--- config.mk ---
export PLATFORM = sky130hd
export DESIGN_NAME = bus_arbiter_flat
export DESIGN_NICKNAME = d
export VERILOG_FILES = /design/src/rtl/bus_arbiter_if.sv /design/src/rtl/bus_arbiter.sv /design/src/flat_wrapper.sv
export SDC_FILE = /design/constraint.sdc
export NUM_CORES = 1
export LEC_CHECK = 0
export CORE_AREA = 5 5 155 157
export CTS_CLUSTER_DIAMETER = 40
export DETAILED_ROUTE_END_ITERATION = 16
export DIE_AREA = 0 0 160 162
export GPL_TIMING_DRIVEN = 0
export PLACE_DENSITY = 0.63
export SETUP_SLACK_MARGIN = 0.15
export SLEW_MARGIN = 40
export SYNTH_ARGS = -nofsm -noshare
export SYNTH_HDL_FRONTEND = slang
export SYNTH_SLANG_ARGS = --single-unit
export TNS_END_PERCENT = 1
--- constraint.sdc ---
create_clock -name i_clock -period 4.09 [get_ports i_clock]
set_clock_uncertainty 0.2 [all_clocks]
set_input_delay 0.818 -clock i_clock [delete_from_list [all_inputs] [get_ports i_clock]]
set_output_delay 0.818 -clock i_clock [all_outputs]
set_load 0.05 [all_outputs]
--- src/rtl/bus_arbiter_if.sv ---
// Bundle of the shared bus and the three requester ports served by bus_arbiter.
// The master modport is the arbiter's view; the slave modport is the view of the
// environment (the bus and the requesters).
interface bus_arbiter_if;
  logic        o_bus_rw;
  logic        o_bus_request;
  logic        i_bus_ready;
  logic [31:0] o_bus_address;
  logic [31:0] o_bus_wdata;
  logic [31:0] i_bus_rdata;

  logic        i_pa_rw, i_pa_request, o_pa_ready;
  logic [31:0] i_pa_address, i_pa_wdata, o_pa_rdata;
  logic        i_pb_rw, i_pb_request, o_pb_ready;
  logic [31:0] i_pb_address, i_pb_wdata, o_pb_rdata;
  logic        i_pc_rw, i_pc_request, o_pc_ready;
  logic [31:0] i_pc_address, i_pc_wdata, o_pc_rdata;

  logic        o_timeout;
  logic [7:0]  o_timeout_count;

  modport master (
    output o_bus_rw, o_bus_request, o_bus_address, o_bus_wdata,
    input  i_bus_ready, i_bus_rdata,
    input  i_pa_rw, i_pa_request, i_pa_address, i_pa_wdata,
    output o_pa_ready, o_pa_rdata,
    input  i_pb_rw, i_pb_request, i_pb_address, i_pb_wdata,
    output o_pb_ready, o_pb_rdata,
    input  i_pc_rw, i_pc_request, i_pc_address, i_pc_wdata,
    output o_pc_ready, o_pc_rdata,
    output o_timeout, o_timeout_count
  );

  modport slave (
    input  o_bus_rw, o_bus_request, o_bus_address, o_bus_wdata,
    output i_bus_ready, i_bus_rdata,
    output i_pa_rw, i_pa_request, i_pa_address, i_pa_wdata,
    input  o_pa_ready, o_pa_rdata,
    output i_pb_rw, i_pb_request, i_pb_address, i_pb_wdata,
    input  o_pb_ready, o_pb_rdata,
    output i_pc_rw, i_pc_request, i_pc_address, i_pc_wdata,
    input  o_pc_ready, o_pc_rdata,
    input  o_timeout, o_timeout_count
  );
endinterface

--- src/rtl/bus_arbiter.sv ---
// Three-port arbiter for a single shared bus. One transfer at a time goes
// through IDLE -> ACTIVE -> RELEASE; the winning request is latched on grant so
// the bus is stable for the whole ACTIVE phase. A watchdog aborts a transfer
// that sees no bus ready within TIMEOUT cycles (0 disables it).
module bus_arbiter #(
  parameter int          ROUND_ROBIN = 1,
  parameter int          TIMEOUT     = 1024,
  parameter logic [31:0] ABORT_DATA  = 32'h0000_0000
) (
  input  logic          i_clock,
  input  logic          i_reset,
  bus_arbiter_if.master bus
);
  localparam int WD_W = (TIMEOUT > 1) ? $clog2(TIMEOUT) : 1;
  localparam logic [1:0] PA = 2'd0;
  localparam logic [1:0] PB = 2'd1;
  localparam logic [1:0] PC = 2'd2;

  typedef enum logic [1:0] {IDLE, ACTIVE, RELEASE} state_t;

  state_t          state_q, state_d;
  logic [1:0]      g_q, g_d;
  logic [1:0]      l_q, l_d;
  logic [WD_W-1:0] wd_q, wd_d;
  logic [7:0]      tcnt_q, tcnt_d;
  logic            bus_rw_q, bus_rw_d;
  logic [31:0]     bus_addr_q, bus_addr_d;
  logic [31:0]     bus_wdata_q, bus_wdata_d;

  logic [2:0]      req_w, rw_w, ready_w;
  logic [1:0]      win, c1, c2;
  logic            win_vld, expire_w, abort_w, bus_req_w;

  function automatic logic [1:0] succ(input logic [1:0] p);
    return (p == PC) ? PA : p + 2'd1;
  endfunction

  function automatic logic [2:0] onehot(input logic [1:0] p);
    case (p)
      PA:      return 3'b001;
      PB:      return 3'b010;
      PC:      return 3'b100;
      default: return 3'b000;
    endcase
  endfunction

  function automatic logic sel1(input logic [1:0] p, input logic [2:0] v);
    return |(onehot(p) & v);
  endfunction

  function automatic logic [31:0] sel32(input logic [1:0] p, input logic [31:0] a,
                                        input logic [31:0] b, input logic [31:0] c);
    case (p)
      PB:      return b;
      PC:      return c;
      default: return a;
    endcase
  endfunction

  assign req_w    = {bus.i_pc_request, bus.i_pb_request, bus.i_pa_request};
  assign rw_w     = {bus.i_pc_rw, bus.i_pb_rw, bus.i_pa_rw};
  assign expire_w = (TIMEOUT != 0) && (wd_q == WD_W'(TIMEOUT - 1));

  // Pick the next port to serve: rotating from the last-served port, or fixed pa > pb > pc.
  always_comb begin
    c1      = succ(l_q);
    c2      = succ(c1);
    win_vld = |req_w;
    win     = PA;
    if (ROUND_ROBIN != 0) begin
      if (sel1(c1, req_w))      win = c1;
      else if (sel1(c2, req_w)) win = c2;
      else                      win = l_q;
    end else begin
      if (req_w[0])      win = PA;
      else if (req_w[1]) win = PB;
      else               win = PC;
    end
  end

  // Transfer sequencing, watchdog and completion/abort handshakes.
  always_comb begin
    state_d     = state_q;
    g_d         = g_q;
    l_d         = l_q;
    wd_d        = wd_q;
    tcnt_d      = tcnt_q;
    bus_rw_d    = bus_rw_q;
    bus_addr_d  = bus_addr_q;
    bus_wdata_d = bus_wdata_q;
    ready_w     = 3'b000;
    abort_w     = 1'b0;
    bus_req_w   = 1'b0;
    case (state_q)
      IDLE: begin
        if (win_vld) begin
          g_d         = win;
          l_d         = win;
          wd_d        = '0;
          bus_rw_d    = sel1(win, rw_w);
          bus_addr_d  = sel32(win, bus.i_pa_address, bus.i_pb_address, bus.i_pc_address);
          bus_wdata_d = sel32(win, bus.i_pa_wdata, bus.i_pb_wdata, bus.i_pc_wdata);
          state_d     = ACTIVE;
        end
      end
      ACTIVE: begin
        bus_req_w = 1'b1;
        if (bus.i_bus_ready) begin
          ready_w = onehot(g_q);
          state_d = RELEASE;
        end else if (expire_w) begin
          ready_w = onehot(g_q);
          abort_w = 1'b1;
          if (tcnt_q != 8'hFF) tcnt_d = tcnt_q + 8'd1;
          state_d = RELEASE;
        end else begin
          wd_d = wd_q + WD_W'(1);
        end
      end
      RELEASE: begin
        if (!sel1(g_q, req_w)) state_d = IDLE;
      end
      default: state_d = IDLE;
    endcase
  end

  // State and latched bus registers; reset abandons any transfer in flight.
  always_ff @(posedge i_clock or posedge i_reset) begin
    if (i_reset) begin
      state_q     <= IDLE;
      g_q         <= PA;
      l_q         <= PC;
      wd_q        <= '0;
      tcnt_q      <= 8'd0;
      bus_rw_q    <= 1'b0;
      bus_addr_q  <= 32'd0;
      bus_wdata_q <= 32'd0;
    end else begin
      state_q     <= state_d;
      g_q         <= g_d;
      l_q         <= l_d;
      wd_q        <= wd_d;
      tcnt_q      <= tcnt_d;
      bus_rw_q    <= bus_rw_d;
      bus_addr_q  <= bus_addr_d;
      bus_wdata_q <= bus_wdata_d;
    end
  end

  assign bus.o_bus_request   = bus_req_w;
  assign bus.o_bus_rw        = bus_rw_q;
  assign bus.o_bus_address   = bus_addr_q;
  assign bus.o_bus_wdata     = bus_wdata_q;
  assign bus.o_timeout       = abort_w;
  // The incremented count is already visible in the abort cycle itself.
  assign bus.o_timeout_count = tcnt_d;

  assign bus.o_pa_ready = ready_w[0];
  assign bus.o_pb_ready = ready_w[1];
  assign bus.o_pc_ready = ready_w[2];
  assign bus.o_pa_rdata = (abort_w && ready_w[0]) ? ABORT_DATA : bus.i_bus_rdata;
  assign bus.o_pb_rdata = (abort_w && ready_w[1]) ? ABORT_DATA : bus.i_bus_rdata;
  assign bus.o_pc_rdata = (abort_w && ready_w[2]) ? ABORT_DATA : bus.i_bus_rdata;
endmodule

--- src/flat_wrapper.sv ---
// flat-port wrapper written by rule: the top's interface ports become plain ports
module bus_arbiter_flat 
#(
  parameter int          ROUND_ROBIN = 1,
  parameter int          TIMEOUT     = 1024,
  parameter logic [31:0] ABORT_DATA  = 32'h0000_0000
)
  (i_clock, i_reset, bus_o_bus_rw, bus_o_bus_request, bus_o_bus_address, bus_o_bus_wdata, bus_i_bus_ready, bus_i_bus_rdata, bus_i_pa_rw, bus_i_pa_request, bus_i_pa_address, bus_i_pa_wdata, bus_o_pa_ready, bus_o_pa_rdata, bus_i_pb_rw, bus_i_pb_request, bus_i_pb_address, bus_i_pb_wdata, bus_o_pb_ready, bus_o_pb_rdata, bus_i_pc_rw, bus_i_pc_request, bus_i_pc_address, bus_i_pc_wdata, bus_o_pc_ready, bus_o_pc_rdata, bus_o_timeout, bus_o_timeout_count);
  bus_arbiter_if bus_i ();
  input  logic i_clock;
  input  logic i_reset;
  output wire logic [$bits(bus_i.o_bus_rw)-1:0] bus_o_bus_rw;
  output wire logic [$bits(bus_i.o_bus_request)-1:0] bus_o_bus_request;
  output wire logic [$bits(bus_i.o_bus_address)-1:0] bus_o_bus_address;
  output wire logic [$bits(bus_i.o_bus_wdata)-1:0] bus_o_bus_wdata;
  input wire logic [$bits(bus_i.i_bus_ready)-1:0] bus_i_bus_ready;
  input wire logic [$bits(bus_i.i_bus_rdata)-1:0] bus_i_bus_rdata;
  input wire logic [$bits(bus_i.i_pa_rw)-1:0] bus_i_pa_rw;
  input wire logic [$bits(bus_i.i_pa_request)-1:0] bus_i_pa_request;
  input wire logic [$bits(bus_i.i_pa_address)-1:0] bus_i_pa_address;
  input wire logic [$bits(bus_i.i_pa_wdata)-1:0] bus_i_pa_wdata;
  output wire logic [$bits(bus_i.o_pa_ready)-1:0] bus_o_pa_ready;
  output wire logic [$bits(bus_i.o_pa_rdata)-1:0] bus_o_pa_rdata;
  input wire logic [$bits(bus_i.i_pb_rw)-1:0] bus_i_pb_rw;
  input wire logic [$bits(bus_i.i_pb_request)-1:0] bus_i_pb_request;
  input wire logic [$bits(bus_i.i_pb_address)-1:0] bus_i_pb_address;
  input wire logic [$bits(bus_i.i_pb_wdata)-1:0] bus_i_pb_wdata;
  output wire logic [$bits(bus_i.o_pb_ready)-1:0] bus_o_pb_ready;
  output wire logic [$bits(bus_i.o_pb_rdata)-1:0] bus_o_pb_rdata;
  input wire logic [$bits(bus_i.i_pc_rw)-1:0] bus_i_pc_rw;
  input wire logic [$bits(bus_i.i_pc_request)-1:0] bus_i_pc_request;
  input wire logic [$bits(bus_i.i_pc_address)-1:0] bus_i_pc_address;
  input wire logic [$bits(bus_i.i_pc_wdata)-1:0] bus_i_pc_wdata;
  output wire logic [$bits(bus_i.o_pc_ready)-1:0] bus_o_pc_ready;
  output wire logic [$bits(bus_i.o_pc_rdata)-1:0] bus_o_pc_rdata;
  output wire logic [$bits(bus_i.o_timeout)-1:0] bus_o_timeout;
  output wire logic [$bits(bus_i.o_timeout_count)-1:0] bus_o_timeout_count;
  assign bus_o_bus_rw = bus_i.o_bus_rw;
  assign bus_o_bus_request = bus_i.o_bus_request;
  assign bus_o_bus_address = bus_i.o_bus_address;
  assign bus_o_bus_wdata = bus_i.o_bus_wdata;
  assign bus_i.i_bus_ready = bus_i_bus_ready;
  assign bus_i.i_bus_rdata = bus_i_bus_rdata;
  assign bus_i.i_pa_rw = bus_i_pa_rw;
  assign bus_i.i_pa_request = bus_i_pa_request;
  assign bus_i.i_pa_address = bus_i_pa_address;
  assign bus_i.i_pa_wdata = bus_i_pa_wdata;
  assign bus_o_pa_ready = bus_i.o_pa_ready;
  assign bus_o_pa_rdata = bus_i.o_pa_rdata;
  assign bus_i.i_pb_rw = bus_i_pb_rw;
  assign bus_i.i_pb_request = bus_i_pb_request;
  assign bus_i.i_pb_address = bus_i_pb_address;
  assign bus_i.i_pb_wdata = bus_i_pb_wdata;
  assign bus_o_pb_ready = bus_i.o_pb_ready;
  assign bus_o_pb_rdata = bus_i.o_pb_rdata;
  assign bus_i.i_pc_rw = bus_i_pc_rw;
  assign bus_i.i_pc_request = bus_i_pc_request;
  assign bus_i.i_pc_address = bus_i_pc_address;
  assign bus_i.i_pc_wdata = bus_i_pc_wdata;
  assign bus_o_pc_ready = bus_i.o_pc_ready;
  assign bus_o_pc_rdata = bus_i.o_pc_rdata;
  assign bus_o_timeout = bus_i.o_timeout;
  assign bus_o_timeout_count = bus_i.o_timeout_count;
  bus_arbiter #(.ROUND_ROBIN(ROUND_ROBIN), .TIMEOUT(TIMEOUT), .ABORT_DATA(ABORT_DATA)) u_core (.i_clock(i_clock), .i_reset(i_reset), .bus(bus_i));
endmodule
==> results of run 1 <==
## through the flow
stage | hold slack, ns | cells | total power, mW
finish | 0.2801 | 1387 | 6.887
global route | 0.3058 | 1387 | 7.381
CTS | 0.2842 | 1386 | 6.985
detailed placement | 0.2694 | 1370 | 6.098
global placement | 0.2624 | 1369 | 6.048
floorplan | 0.2790 | 678 | 4.287
## area by class of cell
type                            instances  area, um2
Tap cell                              285      356.6
Inverter                                8      35.03
Clock buffer                           12      266.5
Timing Repair Buffer                  407       4039
Antenna cell                            1      2.502
Multi-Input combinational cell        525       3033
Fill cell                            2305      12110
Buffer                                 57      257.7
Clock inverter                          4      58.81
Sequential cell                        88       2203
## cell usage in the layout, fill, tap and decap left out, drive strengths merged, types with 3 or more instances in the layout
master,instances
and2b,9
inv,9
dlygate4sd2,63
clkdlybuf4s15,35
nor2b,56
nand2b,4
dfrtp,87
a21oi,5
a31oi,4
o21a,3
nor2,10
and3,5
clkdlybuf4s50,306
o41ai,3
nand2,141
mux2,4
nor3,6
a22oi,64
clkbuf,49
nand3,9
o21ai,136
ha,5
buf,23
nand4,5
and2,32
## sequential cells by signal, summed over array words and instances (netlist names)
signal	cells
u_core.bus.o_bus_rw	1
u_core.state_q	2
u_core.bus.o_bus_address	32
u_core.wd_q	10
u_core.l_q	2
u_core.bus.o_bus_wdata	32
u_core.g_q	1
u_core.tcnt_q	8
## path summary, 6_finish.rpt
path                                         endpoint  cells past startpoint  slack (ns)                        from
max                                bus_o_pa_rdata[19]                      7        0.12             bus_i_bus_ready
max in group asynchronous  u_core.bus.o_bus_wdata[10]                      3        2.39                     i_reset
max reg2reg                u_core.bus.o_bus_wdata[30]                     10        0.88               u_core.l_q[0]
min in group asynchronous            u_core.tcnt_q[7]                      2        0.68                     i_reset
min                        u_core.bus.o_bus_wdata[20]                      2        0.28  u_core.bus.o_bus_wdata[20]
min reg2reg                u_core.bus.o_bus_wdata[20]                      2        0.28  u_core.bus.o_bus_wdata[20]
## metal layers
| metal | global-route usage (%) | vias up | share of wire [%] |
|---|---|---|---|
| li1 | - | 3196 | - |
| met1 | 21.35 | 2982 | 38 |
| met2 | 37.11 | 302 | 52 |
| met3 | 5.151 | 34 | 7.6 |
| met4 | 5.514 | 2 | 2.5 |
| met5 | 0 | - | 0.074 |
## power breakdown
group          internal [mW]  total [mW]  switching, mW
clock                  0.532       0.896          0.364
combinational           1.46        4.54           3.08
sequential              1.24        1.45          0.211
total                   3.23        6.89           3.66
## logic make-up (layout without fill, tap and decap cells)
logic type,after synthesis,count (layout),synth area share [%]
other,0,1,0
AO/OA/AOI/OAI,225,225,24.47
multiplexers,6,6,1.182
adder cells (fa/ha/maj),5,5,1.136
flip-flops,88,88,40.01
AND/OR/NAND/NOR,287,287,27.81
buffers and inverters,65,488,5.067
XOR/XNOR,2,2,0.3182
## worst min-delay path, cell delays in order (launching register included)
cell,delay (ns)
dfrtp_1,0.34
nand2_1,0.05
o21ai_0,0.06
## what timing repair did
item / 4_1_cts / 5_1_grt
hold buffers: 0 / 0
setup endpoints to repair: 104 / 87
endpoints found under the hold margin: 0 / 0
gates resized for setup: 180 / 5
gates cloned: 0 / 0
==> impl_metrics.json, run 1 <==
{
  "outcome": "complete, no violations",
  "fin_crit_ns": 3.965,
  "holdCritPathClass": "flip-flop to flip-flop",
  "synthCells": 678,
  "dp_hpwl_um": 22600,
  "fmax_mhz": 252.2,
  "wl_per_cell_um": 19.36,
  "slew_violations": 0,
  "cts_buffers": 9,
  "path_max_fanout": 10,
  "yosysWarnings": 0,
  "die_x_um": 160,
  "synth.most_common_cell": "nand2_1",
  "final_area_mm2": 0.01025,
  "h-tree-depth": 3,
  "grt_pass1_vias": 6564,
  "grt.total_usage_pct": 19.53,
  "dieHeight_um": 162,
  "crit_path_max_incr_delay_ns": 0.45,
  "relSlewSlack_pct": 48.35,
  "grt.overflow.total": 0,
  "synth_nets": 916,
  "tightest_slew_ns": 0.7688,
  "gp_congestion": 0.8609,
  "ys_ff_latch": 88,
  "syn_area_per_cell_um2": 8.122,
  "crit_family": "simple AND/OR/NAND/NOR gates",
  "via_per_inst": 4.698,
  "cp.required_ns": 3.07,
  "vias": 6516,
  "ys_types": 51,
  "synth-seq-area-share_pct": 40.01,
  "end_kind": "output port",
  "dpl_cell_area_mm2": 0.009952,
  "worst_setup_path_start_kind": "primary input",
  "drive_above_1_share_pct": 10.45,
  "start_util_pct": 24.62,
  "port_buffers": 406,
  "crit_buf_inv": 3,
  "critPathKind": "primary input to output port",
  "slowest_stage": "clkdlybuf4s50_1",
  "cts_tree": "done",
  "area_growth_pct": 86.18,
  "crit_chain": "clkdlybuf4s50_1 -> and4bb_4 -> nand3_4 -> or3_4 -> buf_6 -> and2_4 -> dlygate4sd2_1",
  "postRouteAntennaNets": 0,
  "rows": 55,
  "setup_viol": 0,
  "cts_setup_buffers": 0,
  "vdd_drop_max_mv": 0.3288,
  "post-route-period-util_pct": 96.95,
  "fin_util_pct": 45.84,
  "nets": 1334,
  "fp.coreArea_mm2": 0.02237,
  "power_density_mw_per_mm2": 671.8,
  "clockRootBuffer": "clkbuf_16",
  "clkLatencyLatePin_ns": 0.33,
  "first_iter_violations": 329,
  "netlist.area_leader.share_pct": 39.54,
  "cts_buffer_depth": 2,
  "setup_ws_ns": 0.1248,
  "rsz0062_at_grt": "true",
  "die_area_mm2": 0.02592,
  "io_pins": 407,
  "antenna_found_initial": 2,
  "synth_edf_count": 0,
  "async_flop_share_pct": 100.0,
  "maxCapViolCount": 0,
  "yosys-top-cells-count": "nand2_1, o21ai_0, dfrtp_1",
  "cp_data_arrival_time_ns": 2.95,
  "grt_pass1_wl_um": 39210,
  "hold_viol": 0,
  "synthFlopType": "dfrtp_1",
  "finalWirelength_um": 26850,
  "syn-cell-area_mm2": 0.005507,
  "synthTopCellsByArea": "dfrtp_1, o21ai_0, nand2_1, a22oi_1, nor2b_1",
  "drtPass1Iterations": 4,
  "place_ws_ns": -0.3905,
  "yosysTopAreaCell": "dfrtp_1",
  "clkTransAtPathRegs_ns": 0.07,
  "tns_ns": 0,
  "p_leak_nw": 4.316,
  "cts.sinks": 88,
  "drc_errors": 0,
  "grt_start_max_net_pins": 48
}
No activity file was read; power rests on OpenSTA's default activity.
==> run 2, diff against run 1 <==
Settings changed: SKIP_LAST_GASP set to 1.
==> run 2 against run 1 <==
Compared with the run above:
- the run now ends with setup timing left
- critical path type unchanged
- sequential power barely moved
- non-clock buffer count did not move
- cell count did not move
- global-route usage barely moved
==> impl_metrics.json, run 2 (synthesized netlist as in run 1, its figures left out) <==
{
  "outcome": "complete, but fails checks",
  "violations": "setup timing",
  "nets": 1334,
  "grt_pass1_wl_um": 39150,
  "dp_hpwl_um": 22600,
  "crit_path_max_incr_delay_ns": 0.71,
  "crit_chain": "clkdlybuf4s50_1 -> and4bb_2 -> nand3_4 -> nor2_2 -> clkbuf_2 -> nor2b_1 -> clkdlybuf4s50_1",
  "vias": 6497,
  "via_per_inst": 4.684,
  "startpoint": "bus_i_bus_ready",
  "rows": 55,
  "drtPass1Iterations": 5,
  "p_leak_nw": 4.293,
  "area_growth_pct": 85.57,
  "postRouteAntennaNets": 0,
  "setup_viol": 43,
  "holdCritPathClass": "flip-flop to flip-flop",
  "multi_input_area_mm2": 0.003024,
  "fmax_mhz": 238.2,
  "gp_congestion": 0.8609,
  "dieHeight_um": 162,
  "cts_setup_buffers": 0,
  "finalWirelength_um": 26880,
  "fp.coreArea_mm2": 0.02237,
  "hold_start": "u_core.bus.o_bus_wdata[20]",
  "maxCapViolCount": 0,
  "wl_per_cell_um": 19.38,
  "vdd_drop_max_mv": 0.3290,
  "clockRootBuffer": "clkbuf_16",
  "port_buffers": 406,
  "critPathKind": "primary input to output port",
  "setup_ws_ns": -0.1079,
  "slew_violations": 0,
  "cts_tree": "done",
  "wl_met3_um": 2091,
  "crit_top_cell": "clkdlybuf4s50_1",
  "worst_setup_path_start_kind": "primary input",
  "first_iter_violations": 330,
  "report.power.total_mw": 6.893,
  "m1WireLength_um": 10110,
  "power_density_mw_per_mm2": 674.6,
  "grt.overflow.total": 0,
  "antenna_found_initial": 2,
  "top_layer": "met5",
  "rsz0062_at_grt": "true",
  "die_x_um": 160,
  "cts_resized": 61,
  "cts_buffer_depth": 2,
  "drc_errors": 0,
  "clkLatencyLatePin_ns": 0.33,
  "final_common_cell": "clkdlybuf4s50_1",
  "drive_above_1_share_pct": 6.903,
  "fin_hold_ws_ns": 0.2799,
  "cts.sinks": 88,
  "tns_ns": -2.464,
  "clkTransAtPathRegs_ns": 0.07,
  "met2_length_um": 14020,
  "path_max_fanout": 10,
  "grt.total_usage_pct": 19.51,
  "cts_buffers": 9,
  "n_fill_cell": 2287,
  "grt_pass1_vias": 6564,
  "slowest_stage": "clkdlybuf4s50_1",
  "h-tree-depth": 3,
  "ctsHoldBuffers": 0,
  "cp_data_arrival_time_ns": 3.18,
  "hold_viol": 0,
  "cp.required_ns": 3.07,
  "regArea_mm2": 0.002203,
  "die_area_mm2": 0.02592,
  "final_cell_mix": "clkdlybuf4s50_1, nand2_1, o21ai_0",
  "tightest_slew_ns": 0.8478,
  "post-route-period-util_pct": 102.6,
  "grt_start_max_net_pins": 48,
  "reg2reg_from": "u_core.l_q[0]",
  "io_pins": 407,
  "start_util_pct": 24.62,
  "end_kind": "output port",
  "relSlewSlack_pct": 43.48,
  "fin_crit_ns": 4.198
}
## run 2: path summary, 6_finish.rpt
kind                                         endpoint  cells after the start  slack, ns
max                                bus_o_pc_rdata[24]                      7      -0.11
min                        u_core.bus.o_bus_wdata[20]                      2       0.28
max reg2reg                u_core.bus.o_bus_wdata[30]                     10       0.56
min reg2reg                u_core.bus.o_bus_wdata[20]                      2       0.28
max in group asynchronous  u_core.bus.o_bus_wdata[10]                      3       2.40
min in group asynchronous            u_core.tcnt_q[7]                      2       0.68
## run 2: worst max-delay path, delay by kind of cell
| kind | cells | cell delay (ns) |
|---|---|---|
| AND/OR/NAND/NOR | 4 | 0.92 |
| buffers and inverters | 3 | 1.43 |
## run 2: routing by layer
metal	vias to the layer above	track usage, %
met5	-	0
met4	2	5.514
met3	31	5.126
met2	297	37.11
met1	2968	21.30
li1	3199	-
## run 2: area by class of cell
cell class	instances	share of cell area (%)
Inverter	8	0.3428
Antenna cell	1	0.02449
Sequential cell	88	21.56
Multi-Input combinational cell	525	29.59
Clock inverter	4	0.5755
Tap cell	285	3.490
Timing Repair Buffer	407	39.30
Clock buffer	12	2.608
Buffer	57	2.498
## run 2: stage by stage
stage	util [%]	instances	area, um2	worst slack, ns
2_1_floorplan	-	678	5507	0.2671
3_3_place_gp	44.39	1369	9927	-0.8354
3_5_place_dp	44.50	1370	9952	-0.3905
4_1_cts	45.67	1386	10210	-0.1413
5_1_grt	45.69	1387	10220	-0.2251
6_report	45.69	1387	10220	-0.1079
## run 2: power by group
part           leakage, nW  switching (mW)  internal [mW]
clock network        0.161           0.365          0.532
logic                 3.02            3.08           1.46
registers             1.11           0.211           1.24
total                 4.29            3.66           3.24
==> run 3, diff against run 2 <==
Settings changed: HOLD_SLACK_MARGIN set to 0.1.
==> results of run 3 <==
The final DEF is identical to that of run 2; final timing and power are the same.
